**src/rtl/rev_seq_ctrl.sv**
```systemverilog
// rev_seq_ctrl: multi-cycle bit reverser, out[i] = in[WIDTH-1-i].
// One CHUNK-bit slice is reversed per cycle behind a valid/ready handshake
// on each side. Optional build macro REVSEQ_PARITY_EN adds out_parity, the
// XOR of the result word, accumulated chunk by chunk.
module rev_seq_ctrl #(
  parameter int unsigned WIDTH = 100,
  parameter int unsigned CHUNK = 10
) (
  input  logic             clk,
  input  logic             rst_n,
  input  logic             in_valid,
  output logic             in_ready,
  input  logic [WIDTH-1:0] in_data,
  output logic             out_valid,
  input  logic             out_ready,
  output logic [WIDTH-1:0] out_data,
`ifdef REVSEQ_PARITY_EN
  output logic             out_parity,
`endif
  output logic             busy
);

  localparam int unsigned N    = WIDTH / CHUNK;
  localparam int unsigned CntW = (N > 1) ? $clog2(N) : 1;
  localparam logic [CntW-1:0] CntLast = CntW'(N - 1);

  // One-hot so the handshake outputs are single register bits.
  typedef enum logic [2:0] {
    StIdle = 3'b001,
    StRun  = 3'b010,
    StDone = 3'b100
  } state_e;

  state_e state_q, state_d;

  logic [CntW-1:0]  cnt_q, cnt_d;
  logic [WIDTH-1:0] src_q, src_d;
  logic [WIDTH-1:0] dst_q, dst_d;

  logic [WIDTH-1:0] src_shift;
  logic [CHUNK-1:0] slice;
  logic [CHUNK-1:0] slice_rev;
  logic [WIDTH-1:0] chunk_place;

`ifdef REVSEQ_PARITY_EN
  logic par_q, par_d;
`endif

  // State register.
  always_ff @(posedge clk or negedge rst_n) begin
    if (!rst_n) begin
      state_q <= StIdle;
    end else begin
      state_q <= state_d;
    end
  end

  // Next-state logic: accept in IDLE, N chunk cycles in RUN, hold in DONE.
  always_comb begin
    state_d = state_q;
    unique case (state_q)
      StIdle: if (in_valid)           state_d = StRun;
      StRun:  if (cnt_q == CntLast)   state_d = StDone;
      StDone: if (out_ready)          state_d = StIdle;
      default:                        state_d = StIdle;
    endcase
  end

  // Handshake outputs decoded straight from the state bits.
  always_comb begin
    in_ready  = state_q[0];
    out_valid = state_q[2];
    busy      = state_q[1] | state_q[2];
    out_data  = dst_q;
  end

  // Slice select and reversal for the current chunk index.
  always_comb begin
    src_shift = src_q >> (CHUNK * cnt_q);
    slice     = src_shift[CHUNK-1:0];
    slice_rev = '0;
    for (int unsigned i = 0; i < CHUNK; i++) begin
      slice_rev[i] = slice[CHUNK-1-i];
    end
    // dst is cleared on acceptance, so OR-ing the placed chunk is a write.
    chunk_place = WIDTH'(slice_rev) << (CHUNK * (N - 1 - cnt_q));
  end

  // Datapath next-state: capture on acceptance, accumulate during RUN.
  always_comb begin
    src_d = src_q;
    dst_d = dst_q;
    cnt_d = cnt_q;
`ifdef REVSEQ_PARITY_EN
    par_d = par_q;
`endif
    unique case (state_q)
      StIdle: begin
        if (in_valid) begin
          src_d = in_data;
          dst_d = '0;
          cnt_d = '0;
`ifdef REVSEQ_PARITY_EN
          par_d = 1'b0;
`endif
        end
      end
      StRun: begin
        dst_d = dst_q | chunk_place;
`ifdef REVSEQ_PARITY_EN
        par_d = par_q ^ (^slice_rev);
`endif
        // Counter stops at the last chunk rather than wrapping.
        if (cnt_q != CntLast) begin
          cnt_d = cnt_q + CntW'(1);
        end
      end
      default: ;
    endcase
  end

  // Datapath registers.
  always_ff @(posedge clk or negedge rst_n) begin
    if (!rst_n) begin
      src_q <= '0;
      dst_q <= '0;
      cnt_q <= '0;
    end else begin
      src_q <= src_d;
      dst_q <= dst_d;
      cnt_q <= cnt_d;
    end
  end

`ifdef REVSEQ_PARITY_EN
  // Parity accumulator, held with the result.
  always_ff @(posedge clk or negedge rst_n) begin
    if (!rst_n) begin
      par_q <= 1'b0;
    end else begin
      par_q <= par_d;
    end
  end

  // Parity output.
  always_comb begin
    out_parity = par_q;
  end
`endif

endmodule

```
**config.mk**
```make
export PLATFORM = sky130hd
export DESIGN_NAME = rev_seq_ctrl
export DESIGN_NICKNAME = d
export VERILOG_FILES = /design/src/rtl/rev_seq_ctrl.sv
export SDC_FILE = /design/constraint.sdc
export NUM_CORES = 1
export LEC_CHECK = 0
export BUFFER_PORTS_ARGS = -buffer_cell sky130_fd_sc_hd__buf_2
export CORE_ASPECT_RATIO = 0.8
export CORE_MARGIN = 2
export CORE_UTILIZATION = 60
export DETAILED_ROUTE_END_ITERATION = 10
export MAX_ROUTING_LAYER = met4
export PLACE_DENSITY = 0.83
export SYNTH_ARGS = -nofsm -noshare
export SYNTH_HDL_FRONTEND = slang
export SYNTH_SLANG_ARGS = --single-unit
```
**constraint.sdc**
```tcl
create_clock -name clk -period 16 [get_ports clk]
set_clock_uncertainty 0.1 [all_clocks]
set_input_delay 0.8 -clock clk [delete_from_list [all_inputs] [get_ports clk]]
set_output_delay 0.8 -clock clk [all_outputs]
set_load 0.1 [all_outputs]
```
; Word level (Yosys, flattened, before mapping)
; Index checks and enable logic that the tools add are counted.
[word_totals]
register_bits = 207
in_bits = 104
output_inout_bits = 103
word_cells = 35
[op_classes]
add_sub_neg = 2
multipliers = 2
n_eq_ne = 9
n_shift = 2
n_mux = 9
bitwise = 2
n_reduce_logical = 5
[ops]
columns = operator, n
row1 = 100-bit case mux with 2 select lines, 1
row2 = 100-bit 2-to-1 mux, 1
row3 = 100-bit OR, 1
row4 = 10-bit by 32-bit left shift with 100-bit output, 1
row5 = 100-bit by 8-bit right shift with 10-bit output, 1
row6 = "3-bit by 32-bit multiplier with 31-bit output, first input constant", 1
row7 = 3-bit 2-to-1 mux, 3
row8 = 3-bit case mux with 3 select lines, 1
row9 = 4-bit 2-to-1 mux, 2
row10 = "2-bit != test, second input constant", 4
row11 = 4-bit case mux with 2 select lines, 1
row12 = "3-bit by 4-bit multiplier with 7-bit output, first input constant", 1
row13 = 3-bit AND reduction, 2
row14 = "4-bit by 4-bit subtractor with 5-bit output, first input constant", 1
row15 = "4-bit by 1-bit adder with 4-bit output, second input constant", 1
row16 = "4-bit equality test, second input constant", 1
row17 = "4-bit != test, second input constant", 1
row18 = 2-bit AND reduction, 2
row19 = "3-bit by 1-bit equality test with 1-bit output, second input constant", 1
row20 = "3-bit by 2-bit equality test with 1-bit output, second input constant", 1
row21 = "3-bit equality test, second input constant", 1
row22 = 2-bit nonzero test, 1
row23 = 1-bit OR, 1

; Depth between registers and ports, before layout
[logic_depth]
ltp_word = 5
mapped_depth = 22

; Worst setup path before layout
; No wires, ideal clock.
[synth_timing]
path_type = register -> register
start = register cnt_q[1]
end = register dst_q[22] (netlist: out_data[22])
setup_time_ns = 0.064
t_arrival_ns = 4.945
required_time_ns = 15.836
setup_slack_ns = 10.890
stages_incl_launch_ff = 22
path_cell_list = dfrtp_1 > buf_2 > buf_4 > buf_2 > inv_1 > clkbuf_1 > ha_1 > ha_1 > xor2_1 > ha_1 > inv_1 > fa_1 > nor2b_1 > o21ai_0 > or2_2 > ha_1 > or4bb_1 > nor2_1 > nand4_1 > or4_1 > o21ai_0 > a31o_2
[synth_via]
elab_chain_cells = 5
word_cells_on_any_way = 7
[synth_rtl]
columns = item, line_no
row1 = start: declaration, 36  ; logic [CntW-1:0] cnt_q, cnt_d;
row2 = start signal: assignment, 131  ; cnt_q <= cnt_d;
row3 = 4-bit by 4-bit subtractor with 5-bit output / 3-bit by 4-bit multiplier with 7-bit output (equally long branches), "86, 79"
row4 = 3-bit by 32-bit multiplier with 31-bit output / 100-bit by 8-bit right shift with 10-bit output (equally long branches), "86, 79"
row5 = 10-bit by 32-bit left shift with 100-bit output (*), 86  ; chunk_place = WIDTH'(slice_rev) << (CHUNK * (N - 1 - cnt_q));
row6 = 100-bit OR (*), 109  ; dst_d = dst_q | chunk_place;
row7 = 100-bit case mux with 2 select lines (*), 97  ; unique case (state_q)
row8 = end signal: assignment, 130  ; dst_q <= dst_d;
row9 = end: declaration, 38  ; logic [WIDTH-1:0] dst_q, dst_d;
; Mark *: on every way between the ends. The rest lies on a longest branch, timed or not.
; A chain may end at the register's enable or synchronous reset.

; Worst setup path after layout
[layout_timing]
start = register cnt_q[1]
end = register dst_q[55] (netlist: out_data[55])
; The elaborated chain is that of the path after synthesis.

==> results_dict.tcl <==
set metrics [dict create \
    status "finished, final reports clean" \
    grtUsageTotal_pct 33.99 \
    use_met1_pct 51.64 \
    setup_viol 0 \
    drtIter0Drc 1141 \
    die_h_um 120.3 \
    core_area_um2 16550 \
    fin_nets 1396 \
    cts_setup_buffers 0 \
    drc 0 \
    drv_cap 0 \
    firstDrtPassIters 6 \
    async_flop_share_pct 100.0 \
    ys_seq_area_share_pct 51.08 \
    fin_cells 1503 \
    fp.dieArea_um2 17970 \
    tns_ns 0 \
    worstPathArrival_ns 5.78 \
    required_ns 16.30 \
    max_freq_ghz 0.1826 \
    clk_path_buf_depth 3 \
    worstSetupEndpointType "flop" \
    hold_violations 0 \
    io_pins 207 \
    synth_area_um2 10140 \
    drive_above_1_share_pct 22.14 \
    yosysWarnings 0 \
    place_area_um2 11240 \
    worstHoldPathType "in2async" \
    power_density_nw_per_um2 193.3 \
    cts_tree "done" \
    io_buffers 206 \
    worst_slew_pin_slew_ns 1.349 \
    cp_max_fo 57 \
    grt_max_degree 131 \
    finalPower_mw 2.289 \
    place.gp.congestion 0.9918 \
    grt_overflow 0 \
    period_needed_ns 5.478 \
    post_drt_via_cell_ratio 6.169 \
    die_w_um 149.4 \
    cts_root_buffer "clkbuf_16" \
    dp_hpwl_um 20460 \
    num_antenna_cells 0 \
    ir_worst_vdd_uv 126.4 \
    whs_ns 0.3339 \
    finalCritPeriodShare_pct 34.24 \
    slew_violations 0 \
    ctsHoldBuffers 0 \
    syn_inst 1101 \
    synth_seq_cells 207 \
    start_util_pct 61.28 \
    grt_pass1_wl_um 46800 \
    area_growth_pct 16.73 \
    grt_pass1_vias 8727 \
    htree_levels 1 \
    cts-resized-gates 0 \
    place_ws_ns 10.75 \
    finish.instance_area_um2 11840 \
    rrSetupSlack_ns 10.52 \
    ant_nets 0 \
    synth_area_leaders "dfrtp_1 51%, nand2_1 15%, o21ai_0 3.5%" \
    reg2reg_from "cnt_q[1]" \
    dr_total_vias 9272 \
    synth_top_area_cell "dfrtp_1" \
    syn_nets 1224 \
    dp_cells 1470 \
    wl_per_cell_um 19.52 \
    critPathKind "reg2reg" \
    syn_avg_cell_area_um2 9.213 \
    synth_top_cell_area_share_pct 50.82 \
    met2_usage_pct 47.19 \
    synth-edff-count 0 \
    worst_r2r_path_depth 16 \
    num_rows 42 \
    wl_um 29330 \
    synthFlopType "dfrtp_1" \
    grt_use_met3_pct 7.547 \
    setup_ws_ns 10.52 \
    rsz0062_at_grt "false" \
    cts_buffers 21 \
    post-route-util_pct 71.53 \
    maxSlewHeadroom_pct 9.217 \
    rr_endpoint "out_data[55]" \
    path_clk_slew_ns 0.06 \
    grt.busiest_layer "met1" \
    crit_path_start_kind "flop" \
    antenna_found_initial 0 \
    synth.distinct_cells 79 \
    insertion_delay_ns 0.51 \
    cts.sink_count 207 \
    power_leakage_nw 6.047 \
]
routing by layer:
metal / vias up / wire length, µm
met5: - / 0
met4: 0 / 622
met3: 67 / 3376
met2: 560 / 12320
met1: 4462 / 13010
li1: 4183 / -
area by class of cell:
class | count | area [µm²]
Sequential cell | 207 | 5184
Fill cell | 1297 | 4713
Multi-Input combinational cell | 817 | 4641
Timing Repair Buffer | 214 | 1100
Clock buffer | 27 | 558.0
Tap cell | 220 | 275.3
Inverter | 12 | 45.04
Clock inverter | 6 | 37.54
logic make-up (layout without fill, tap and decap cells):
logic type	count (synthesis)	in the layout	synth area share, %
simple gates	535	535	22.76
compound gates	218	218	15.49
flops	207	207	51.08
buf+inv	77	259	3.269
mux	40	40	4.552
fa+ha+maj	19	19	2.418
xor+xnor	5	5	0.4318
registers in the layout, indices dropped and copies added (netlist names):
signal and count:
out_data 100, cnt_q 4, src_q 100, state_q 3
cell usage after synthesis (10+ instances only):
master    count
a21oi_1      19
a22o_1       10
a22oi_1      34
a32oi_1      13
and3_1       10
buf_2        10
clkbuf_1     45
dfrtp_1     206
ha_1         18
inv_1        10
mux2i_1      30
nand2_1     393
nand3_1      34
nand4_1      11
nor2_1       29
nor3_1       10
o211ai_1     12
o21ai_0      70
power breakdown:
| part | total, mW | switching [mW] | internal [mW] |
|---|---|---|---|
| sequential | 0.770 | 0.0949 | 0.675 |
| clock | 0.443 | 0.198 | 0.245 |
| combinational | 1.08 | 0.805 | 0.270 |
cell usage in the layout, fill, tap and decap left out, types with 3 or more instances in the layout:
| cell | instances |
|---|---|
| nor2b_1 | 5 |
| mux2i_1 | 30 |
| a22o_1 | 10 |
| dfrtp_1 | 204 |
| and2_1 | 5 |
| o31ai_1 | 4 |
| buf_4 | 8 |
| clkinv_2 | 4 |
| ha_1 | 18 |
| or2_2 | 3 |
| a221oi_1 | 3 |
| clkbuf_1 | 5 |
| a31o_2 | 3 |
| mux2_2 | 4 |
| buf_2 | 205 |
| nor4_1 | 7 |
| nand2_1 | 393 |
| a22oi_1 | 34 |
| nor2_1 | 28 |
| a32o_1 | 5 |
| nor3_1 | 10 |
| a21oi_1 | 19 |
| a31oi_1 | 6 |
| o21ai_1 | 7 |
| xnor2_1 | 3 |
| clkbuf_16 | 21 |
| o211ai_1 | 12 |
| o21ai_0 | 70 |
| mux4_2 | 4 |
| inv_1 | 10 |
| a221o_1 | 4 |
| nand2b_1 | 4 |
| nand3_1 | 34 |
| a32oi_1 | 13 |
| a21o_1 | 6 |
| and3_1 | 10 |
| nand4_1 | 11 |
how the worst max path moves through the flow:
stage | slack (ns) | cells past startpoint | to | start
floorplan | 10.89 | 21 | out_data[22] | cnt_q[1]
global placement | 10.92 | 16 | out_data[85] | cnt_q[1]
detailed placement | 10.75 | 16 | out_data[97] | cnt_q[1]
CTS | 10.71 | 16 | out_data[23] | cnt_q[1]
global route | 10.12 | 15 | out_data[81] | cnt_q[1]
finish | 10.52 | 16 | out_data[55] | cnt_q[1]
worst max-delay path, cell delays in order, from the launching register on:
cell and delay, ns:
dfrtp_2 0.40, buf_4 0.35, o21ai_0 0.43, inv_1 0.28, ha_1 0.38, inv_1 0.06
fa_1 0.50, nor2b_1 0.12, o21ai_0 0.11, or2_2 0.30, ha_1 0.28, and4bb_2 0.30
and4_1 0.28, nand4_1 0.37, a2111oi_1 0.60, a311oi_1 0.24, o21ai_0 0.26
(Power assumes the default switching activity.)
